## config.mk

```make
export PLATFORM = sky130hd
export DESIGN_NAME = cpu_run_ctrl_flat
export DESIGN_NICKNAME = d
export VERILOG_FILES = /design/src/rtl/cpu_run_ctrl_if.sv /design/src/rtl/cpu_run_ctrl.sv /design/src/flat_wrapper.sv
export SDC_FILE = /design/constraint.sdc
export NUM_CORES = 1
export LEC_CHECK = 0
export CORE_UTILIZATION = 44
export CTS_BUF_LIST = sky130_fd_sc_hd__clkbuf_8
export CTS_CLUSTER_DIAMETER = 120
export DETAILED_ROUTE_END_ITERATION = 6
export MAX_ROUTING_LAYER = met4
export PLACE_DENSITY_LB_ADDON = 0.3
export SLEW_MARGIN = 40
export SYNTH_ARGS = -nofsm -noshare
export SYNTH_HDL_FRONTEND = slang
export SYNTH_SLANG_ARGS = --single-unit
export TNS_END_PERCENT = 20
```

## constraint.sdc

```tcl
create_clock -name clk -period 1.9 [get_ports clk]
set_input_delay 0.57 -clock clk [delete_from_list [all_inputs] [get_ports clk]]
set_output_delay 0.57 -clock clk [all_outputs]
set_load 0.01 [all_outputs]
```

## src/rtl/cpu_run_ctrl_if.sv

```systemverilog
// Command, program-load and instruction-memory write signals of cpu_run_ctrl.
// master drives commands and program words; slave is the controller.
interface cpu_run_ctrl_if;
    logic       cmd_valid;
    logic       cmd_ready;
    logic [1:0] cmd_op;
    logic       load_valid;
    logic       load_ready;
    logic [1:0] load_data;
    logic       imem_we;
    logic [1:0] imem_addr;
    logic [1:0] imem_wdata;

    modport master (
        output cmd_valid, cmd_op, load_valid, load_data,
        input  cmd_ready, load_ready, imem_we, imem_addr, imem_wdata
    );

    modport slave (
        input  cmd_valid, cmd_op, load_valid, load_data,
        output cmd_ready, load_ready, imem_we, imem_addr, imem_wdata
    );
endinterface

```

## src/rtl/cpu_run_ctrl.sv

```systemverilog
// Run controller: loads a program into instruction memory, then primes and clocks the CPU.
// Define CPU_RUN_CTRL_STEP_EN to compile in single-step (STEP command) support.
module cpu_run_ctrl #(
    parameter int PROG_DEPTH = 4,
    parameter int RUN_LEN    = 4
) (
    input  logic          clk,
    input  logic          reset,
    cpu_run_ctrl_if.slave bus,
    output logic          cpu_reset,
    output logic          cpu_clk_en,
    output logic          busy,
    output logic          done,
    output logic          err,
    output logic          prog_loaded,
    output logic [2:0]    state
);
    typedef enum logic [2:0] {
        ST_IDLE  = 3'b000,
        ST_LOAD  = 3'b001,
        ST_PRIME = 3'b010,
        ST_RUN   = 3'b011,
        ST_DONE  = 3'b100
    } state_t;

    typedef enum logic [1:0] {
        OP_LOAD  = 2'b00,
        OP_RUN   = 2'b01,
        OP_STEP  = 2'b10,
        OP_ABORT = 2'b11
    } op_t;

    localparam logic [1:0] LAST_WORD  = 2'(PROG_DEPTH - 1);
    localparam logic [3:0] RUN_CYCLES = 4'(RUN_LEN);

    state_t     state_q, state_d;
    logic [1:0] word_cnt_q, word_cnt_d;
    logic [3:0] run_cnt_q, run_cnt_d;
    logic       prog_loaded_q, prog_loaded_d;
    logic       err_q, err_d;
    logic       imem_we_q, imem_we_d;
    logic [1:0] imem_addr_q, imem_addr_d;
    logic [1:0] imem_wdata_q, imem_wdata_d;

    logic       idle_like;
    logic       abort_offered;
    logic       cmd_fire;
    logic       beat;

    // ABORT is always accepted and blocks a coincident load beat.
    assign idle_like      = (state_q == ST_IDLE) || (state_q == ST_DONE);
    assign abort_offered  = bus.cmd_valid && (bus.cmd_op == OP_ABORT);
    assign bus.cmd_ready  = idle_like || (bus.cmd_op == OP_ABORT);
    assign bus.load_ready = (state_q == ST_LOAD) && !abort_offered;
    assign cmd_fire       = bus.cmd_valid && bus.cmd_ready;
    assign beat           = bus.load_valid && bus.load_ready;

    always_comb begin
        state_d       = state_q;
        word_cnt_d    = word_cnt_q;
        run_cnt_d     = run_cnt_q;
        prog_loaded_d = prog_loaded_q;
        err_d         = 1'b0;
        imem_we_d     = 1'b0;
        imem_addr_d   = imem_addr_q;
        imem_wdata_d  = imem_wdata_q;

        if (cmd_fire && (bus.cmd_op == OP_ABORT)) begin
            state_d   = ST_IDLE;
            run_cnt_d = '0;
        end else if (cmd_fire) begin
            case (bus.cmd_op)
                OP_LOAD: begin
                    state_d       = ST_LOAD;
                    word_cnt_d    = '0;
                    prog_loaded_d = 1'b0;
                end
                OP_RUN: begin
                    if (prog_loaded_q) begin
                        state_d   = ST_PRIME;
                        run_cnt_d = RUN_CYCLES;
                    end else begin
                        err_d = 1'b1;
                    end
                end
                OP_STEP: begin
`ifdef CPU_RUN_CTRL_STEP_EN
                    // Stepping from DONE keeps CPU state, so it skips PRIME.
                    if (state_q == ST_DONE) begin
                        state_d   = ST_RUN;
                        run_cnt_d = 4'd1;
                    end else if (prog_loaded_q) begin
                        state_d   = ST_PRIME;
                        run_cnt_d = 4'd1;
                    end else begin
                        err_d = 1'b1;
                    end
`else
                    err_d = 1'b1;
`endif
                end
                default: begin
                end
            endcase
        end else begin
            case (state_q)
                ST_LOAD: begin
                    if (beat) begin
                        imem_we_d    = 1'b1;
                        imem_addr_d  = word_cnt_q;
                        imem_wdata_d = bus.load_data;
                        word_cnt_d   = word_cnt_q + 2'd1;
                        if (word_cnt_q == LAST_WORD) begin
                            state_d       = ST_IDLE;
                            prog_loaded_d = 1'b1;
                        end
                    end
                end
                ST_PRIME: state_d = ST_RUN;
                ST_RUN: begin
                    run_cnt_d = (run_cnt_q == 4'd0) ? 4'd0 : run_cnt_q - 4'd1;
                    if (run_cnt_q <= 4'd1) begin
                        state_d = ST_DONE;
                    end
                end
                default: begin
                end
            endcase
        end
    end

    always_ff @(posedge clk) begin
        if (reset) begin
            state_q       <= ST_IDLE;
            word_cnt_q    <= '0;
            run_cnt_q     <= '0;
            prog_loaded_q <= 1'b0;
            err_q         <= 1'b0;
            imem_we_q     <= 1'b0;
            imem_addr_q   <= '0;
            imem_wdata_q  <= '0;
        end else begin
            state_q       <= state_d;
            word_cnt_q    <= word_cnt_d;
            run_cnt_q     <= run_cnt_d;
            prog_loaded_q <= prog_loaded_d;
            err_q         <= err_d;
            imem_we_q     <= imem_we_d;
            imem_addr_q   <= imem_addr_d;
            imem_wdata_q  <= imem_wdata_d;
        end
    end

    assign cpu_reset      = (state_q == ST_IDLE) || (state_q == ST_LOAD) || (state_q == ST_PRIME);
    assign cpu_clk_en     = (state_q == ST_RUN);
    assign busy           = (state_q == ST_LOAD) || (state_q == ST_PRIME) || (state_q == ST_RUN);
    assign done           = (state_q == ST_DONE);
    assign err            = err_q;
    assign prog_loaded    = prog_loaded_q;
    assign state          = state_q;
    assign bus.imem_we    = imem_we_q;
    assign bus.imem_addr  = imem_addr_q;
    assign bus.imem_wdata = imem_wdata_q;
endmodule

```

## src/flat_wrapper.sv

```systemverilog
// flat-port wrapper written by rule: the top's interface ports become plain ports
module cpu_run_ctrl_flat 
#(
    parameter int PROG_DEPTH = 4,
    parameter int RUN_LEN    = 4
)
  (clk, reset, cpu_reset, cpu_clk_en, busy, done, err, prog_loaded, state, bus_cmd_valid, bus_cmd_op, bus_load_valid, bus_load_data, bus_cmd_ready, bus_load_ready, bus_imem_we, bus_imem_addr, bus_imem_wdata);
  cpu_run_ctrl_if bus_i ();
  input  logic clk;
  input  logic reset;
  output logic cpu_reset;
  output logic cpu_clk_en;
  output logic busy;
  output logic done;
  output logic err;
  output logic prog_loaded;
  output logic [2:0] state;
  input wire logic [$bits(bus_i.cmd_valid)-1:0] bus_cmd_valid;
  input wire logic [$bits(bus_i.cmd_op)-1:0] bus_cmd_op;
  input wire logic [$bits(bus_i.load_valid)-1:0] bus_load_valid;
  input wire logic [$bits(bus_i.load_data)-1:0] bus_load_data;
  output wire logic [$bits(bus_i.cmd_ready)-1:0] bus_cmd_ready;
  output wire logic [$bits(bus_i.load_ready)-1:0] bus_load_ready;
  output wire logic [$bits(bus_i.imem_we)-1:0] bus_imem_we;
  output wire logic [$bits(bus_i.imem_addr)-1:0] bus_imem_addr;
  output wire logic [$bits(bus_i.imem_wdata)-1:0] bus_imem_wdata;
  assign bus_i.cmd_valid = bus_cmd_valid;
  assign bus_i.cmd_op = bus_cmd_op;
  assign bus_i.load_valid = bus_load_valid;
  assign bus_i.load_data = bus_load_data;
  assign bus_cmd_ready = bus_i.cmd_ready;
  assign bus_load_ready = bus_i.load_ready;
  assign bus_imem_we = bus_i.imem_we;
  assign bus_imem_addr = bus_i.imem_addr;
  assign bus_imem_wdata = bus_i.imem_wdata;
  cpu_run_ctrl #(.PROG_DEPTH(PROG_DEPTH), .RUN_LEN(RUN_LEN)) u_core (.clk(clk), .reset(reset), .bus(bus_i), .cpu_reset(cpu_reset), .cpu_clk_en(cpu_clk_en), .busy(busy), .done(done), .err(err), .prog_loaded(prog_loaded), .state(state));
endmodule
```

==> impl_summary.txt <==
----------------------------------------------------
[Route]
  Detail Route Antenna Nets ... 0
  Drt first-iter violations ... 11
  Number of detailed-routing iterations run before antenna repair ... 4
  Vias per cell ... 5.363
  Via total after detailed routing ... 960
  Post-detailed-routing wire length ... 2.520 mm
  DRC Markers ... 0
  Routed wire length per instance ... 14.08 um

[STA]
  Setup repair after global routing missed its margin ... yes
  Min Clock Period, post-route ... 1.919 ns
  Worst clock skew ... 0.002489 ns
  Highest achievable clock rate ... 521.2 MHz
  Relative slew slack ... 73.86%
  # setup viols final ... 1
  Final Max Slew Viols ... 0
  Worst path setup slack after routing ... -0.01882 ns
  Final worst path period share ... 101.0%
  Transition time of the tightest slew-check pin ... 0.3891 ns
  Number of hold-slack violations in the final timing report ... 0

[Hold path]
  Launch point of the worst hold path ... u_core.run_cnt_q[3]
  Hold Crit Depth ... 1
  Destination of the worst hold path ... u_core.run_cnt_q[3]
  Class of the tightest hold or removal check ... register to register

[Global routing]
  Maximum number of pins on one net before global-route repair ... 11
  Via count of the first global-routing pass ... 895
  Number of antenna violations at the first check in global routing ... 0
  Combined global-route utilization of all metal layers ... 25.02%
  GRT overflow ... 0
  First-pass GRT wire length ... 3.774 mm

[Job]
  Max-capacitance violation count ... 0

[Floorplan]
  Die W ... 47.31 um
  Number of rows created at floorplan ... 16
  Num ports ... 24
  Y dimension of the die ... 47.31 um
  Core area ... 1942 um^2
  Total die area ... 2238 um^2
  Initial Utilization ... 46.52%

[Placed design]
  RePlAce Congestion ... 0.8867
  Post-Place Cells ... 173
  Quantity of I/O buffers inserted on ports ... 23
  Instance area at placement ... 1325 um^2
  HPWL after detailed placement ... 1.879 mm

[Worst setup path]
  Nature of the critical path endpoint ... primary output
  Required time of the worst setup path ... 1.33 ns
  Data arrival time of the critical path ... 1.35 ns
  CP Class ... input port to primary output
  End of the worst register-to-register path ... u_core.state[0]
  Startpoint type of the worst setup path ... input port
  Max Fanout on Critical Path ... 2
  Cell with the largest stage delay on the worst path ... sky130_fd_sc_hd__nor3b_2
  Reg2reg start ... u_core.state[2]
  Max incr delay on CP ... 0.19 ns
  Cells along the critical path ... buf_8, ha_4, a21o_1, nor3b_2, buf_2
  Register-to-register setup slack ... 0.31 ns
  Path depth of the worst reg2reg path ... 7

[Layout]
  Number of diodes added for antenna fixing ... 0
  Layout cell share with drive strength beyond 1 ... 30.26%
  Number of nets in the final layout ... 166
  Number of non-filler instances in the completed layout ... 179
  Final core area utilization ... 72.55%
  Design Area, Final ... 1409 um^2
  Layout overhead on the synthesized area ... 55.96%

[Logic synthesis]
  Count of flip-flops with a built-in enable after synthesis ... 0
  Unique masters post-synth ... 36
  Async set-reset flop share out of synthesis ... 0%
  Number of warnings reported in the yosys synthesis log ... 0
  Top cell type's share of synthesized area ... 35.46%
  Post-synthesis sequential area ratio ... 35.46%
  Flip-flop cell with the highest count after synthesis ... sky130_fd_sc_hd__dfxtp_1
  Cell type contributing the most total cell area after synthesis ... sky130_fd_sc_hd__dfxtp_1
  Number of nets in the synthesized netlist ... 116
  Cell area after synthesis ... 903.4 um^2
  Flip-flop and latch count after synthesis ... 16
  Cell types with the largest area share after synthesis ... sky130_fd_sc_hd__dfxtp_1 (35%), sky130_fd_sc_hd__ha_1 (6.9%), sky130_fd_sc_hd__mux2i_1 (6.6%)
  Number of instances in the synthesized netlist ... 103
  Per-instance average area after synthesis ... 8.771 um^2

[Status]
  Run status ... complete, but fails checks
  Failing checks ... setup timing

[Power]
  Overall power consumption ... 0.8266 mW
  Relative contribution of sequential cells to total power ... 42.3%
  Leakage dissipation ... 0.6730 nW
  Clock network fraction of total power ... 37.7%
  Cell Pwr Density ... 586.7 nW/um^2
  Internal power ... 0.6156 mW
  Switch Pwr ... 0.2110 mW
  Power share of the combinational group ... 20.1%
  Worst vdd ir ... 0.4106 mV
  Switching Share ... 25.52%

[Clocking]
  Num Clock Sinks ... 16
  Clock Root Buffer ... sky130_fd_sc_hd__clkbuf_8
  Number of H-tree levels ... 1
  Clock tree from TritonCTS ... built
  Count of hold buffers inserted by post-cts repair ... 0
  Insertion delay of the later-clocked pin in the worst-skew pair ... 0.25 ns
  Cts bufs inserted ... 3
  Clk slew on worst S/H paths ... 0.07 ns
  Maximum number of buffers from clock root to sink ... 2

----------------------------------------------------
[worst max-delay path by stage]
stage	end	startpoint	slack [ns]
after detailed placement	bus_load_ready	bus_cmd_op[0]	-0.85
after CTS	bus_load_ready	bus_cmd_op[1]	-0.05
after global routing	bus_load_ready	bus_cmd_op[0]	-0.04
after global placement	bus_load_ready	bus_cmd_op[0]	-0.78
final	bus_load_ready	bus_cmd_op[0]	-0.02
after floorplan	u_core.state[1]	bus_cmd_op[0]	0.01
[sequential cells by signal, summed over array words and instances (netlist names)]
register / count
u_core.run_cnt_q: 4
u_core.state: 3
u_core.bus.imem_addr: 2
u_core.bus.imem_wdata: 2
u_core.word_cnt_q: 2
u_core.bus.imem_we: 1
u_core.err: 1
u_core.prog_loaded: 1
[cells in the final DEF, fill, tap and decap left out, types with 2 or more instances in the layout]
master                             n
sky130_fd_sc_hd__nor2b_1           2
sky130_fd_sc_hd__nor2_1           14
sky130_fd_sc_hd__nand3_1           2
sky130_fd_sc_hd__buf_2             2
sky130_fd_sc_hd__dlygate4sd2_1     4
sky130_fd_sc_hd__ha_1              4
sky130_fd_sc_hd__nor3_1            6
sky130_fd_sc_hd__clkbuf_8          4
sky130_fd_sc_hd__dfxtp_4           2
sky130_fd_sc_hd__mux2i_1           6
sky130_fd_sc_hd__o21ai_0           2
sky130_fd_sc_hd__and4b_1           2
sky130_fd_sc_hd__buf_4            28
sky130_fd_sc_hd__nand2_1           6
sky130_fd_sc_hd__buf_8             2
sky130_fd_sc_hd__inv_1             4
sky130_fd_sc_hd__clkdlybuf4s50_1  13
sky130_fd_sc_hd__a31oi_1           2
sky130_fd_sc_hd__a21oi_1          10
sky130_fd_sc_hd__o31ai_1           2
sky130_fd_sc_hd__dfxtp_1          13
sky130_fd_sc_hd__a21o_1            2
[synth_stat cells, types with 2 or more instances]
cell / instances
sky130_fd_sc_hd__inv_1: 4
sky130_fd_sc_hd__nor2b_1: 2
sky130_fd_sc_hd__ha_1: 5
sky130_fd_sc_hd__and4b_1: 2
sky130_fd_sc_hd__o21ai_0: 2
sky130_fd_sc_hd__o31ai_1: 2
sky130_fd_sc_hd__buf_4: 2
sky130_fd_sc_hd__a21oi_1: 10
sky130_fd_sc_hd__a21o_1: 2
sky130_fd_sc_hd__nor2_1: 14
sky130_fd_sc_hd__dfxtp_1: 16
sky130_fd_sc_hd__nor3_1: 6
sky130_fd_sc_hd__mux2i_1: 6
sky130_fd_sc_hd__nand3_1: 2
sky130_fd_sc_hd__nand2_1: 6
sky130_fd_sc_hd__a31oi_1: 2
[worst max-delay path: cells and delay by family]
family,cells,cell delay (ns)
buffers and inverters,2,0.26
AND/OR/NAND/NOR,1,0.19
AO/OA/AOI/OAI,1,0.17
adder cells (fa/ha/maj),1,0.15
[routing by layer]
| layer | track usage, % | wire length, um |
|---|---|---|
| met5 | - | 0 |
| met1 | 29.93 | 1144 |
| met2 | 42.47 | 1275 |
| met3 | 3.462 | 72 |
| met4 | 8.571 | 28 |
[what timing repair did]
item                       4_1_cts  5_1_grt
setup buffers                    1        1
resized for setup               34        3
pin swaps                        3        3
setup endpoints to repair       23        2
[per-stage QoR]
step                hold slack (ns)  worst slack [ns]  setup TNS (ns)
global placement             0.4728           -0.7836          -8.031
detailed placement           0.4802           -0.8485          -9.277
CTS                          0.4886          -0.04896        -0.04896
finish                       0.4908          -0.01882        -0.01882
global route                 0.5107          -0.04027        -0.04027
floorplan                    0.4587           0.01199               0
[power by group through the flow]
stage	Sequential (mW)	Combinational, mW	Clock (mW)
floorplan	0.356	0.0833	0
global placement	0.358	0.156	0
detailed placement	0.358	0.162	0
CTS	0.349	0.163	0.317
global route	0.350	0.177	0.328
finish	0.350	0.166	0.311
[kinds of logic (layout without fill, tap and decap cells)]
group | Yosys count | after routing | share of synthesized area (%)
DFF | 16 | 16 | 35.46
muxes | 6 | 6 | 6.648
adders and majority gates | 5 | 5 | 6.925
AOI/OAI and AO/OA | 27 | 27 | 21.05
and+or+nand+nor | 39 | 39 | 23.55
buffers and inverters | 10 | 59 | 6.370
[cell type report]
type	count	area, um^2
Multi-Input combinational cell	77	543.0
Fill cell	153	533.0
Timing Repair Buffer	51	432.9
Sequential cell	16	329.1
Clock buffer	4	55.05
Tap cell	27	33.78
Inverter	4	15.01
(Power assumes the default switching activity.)
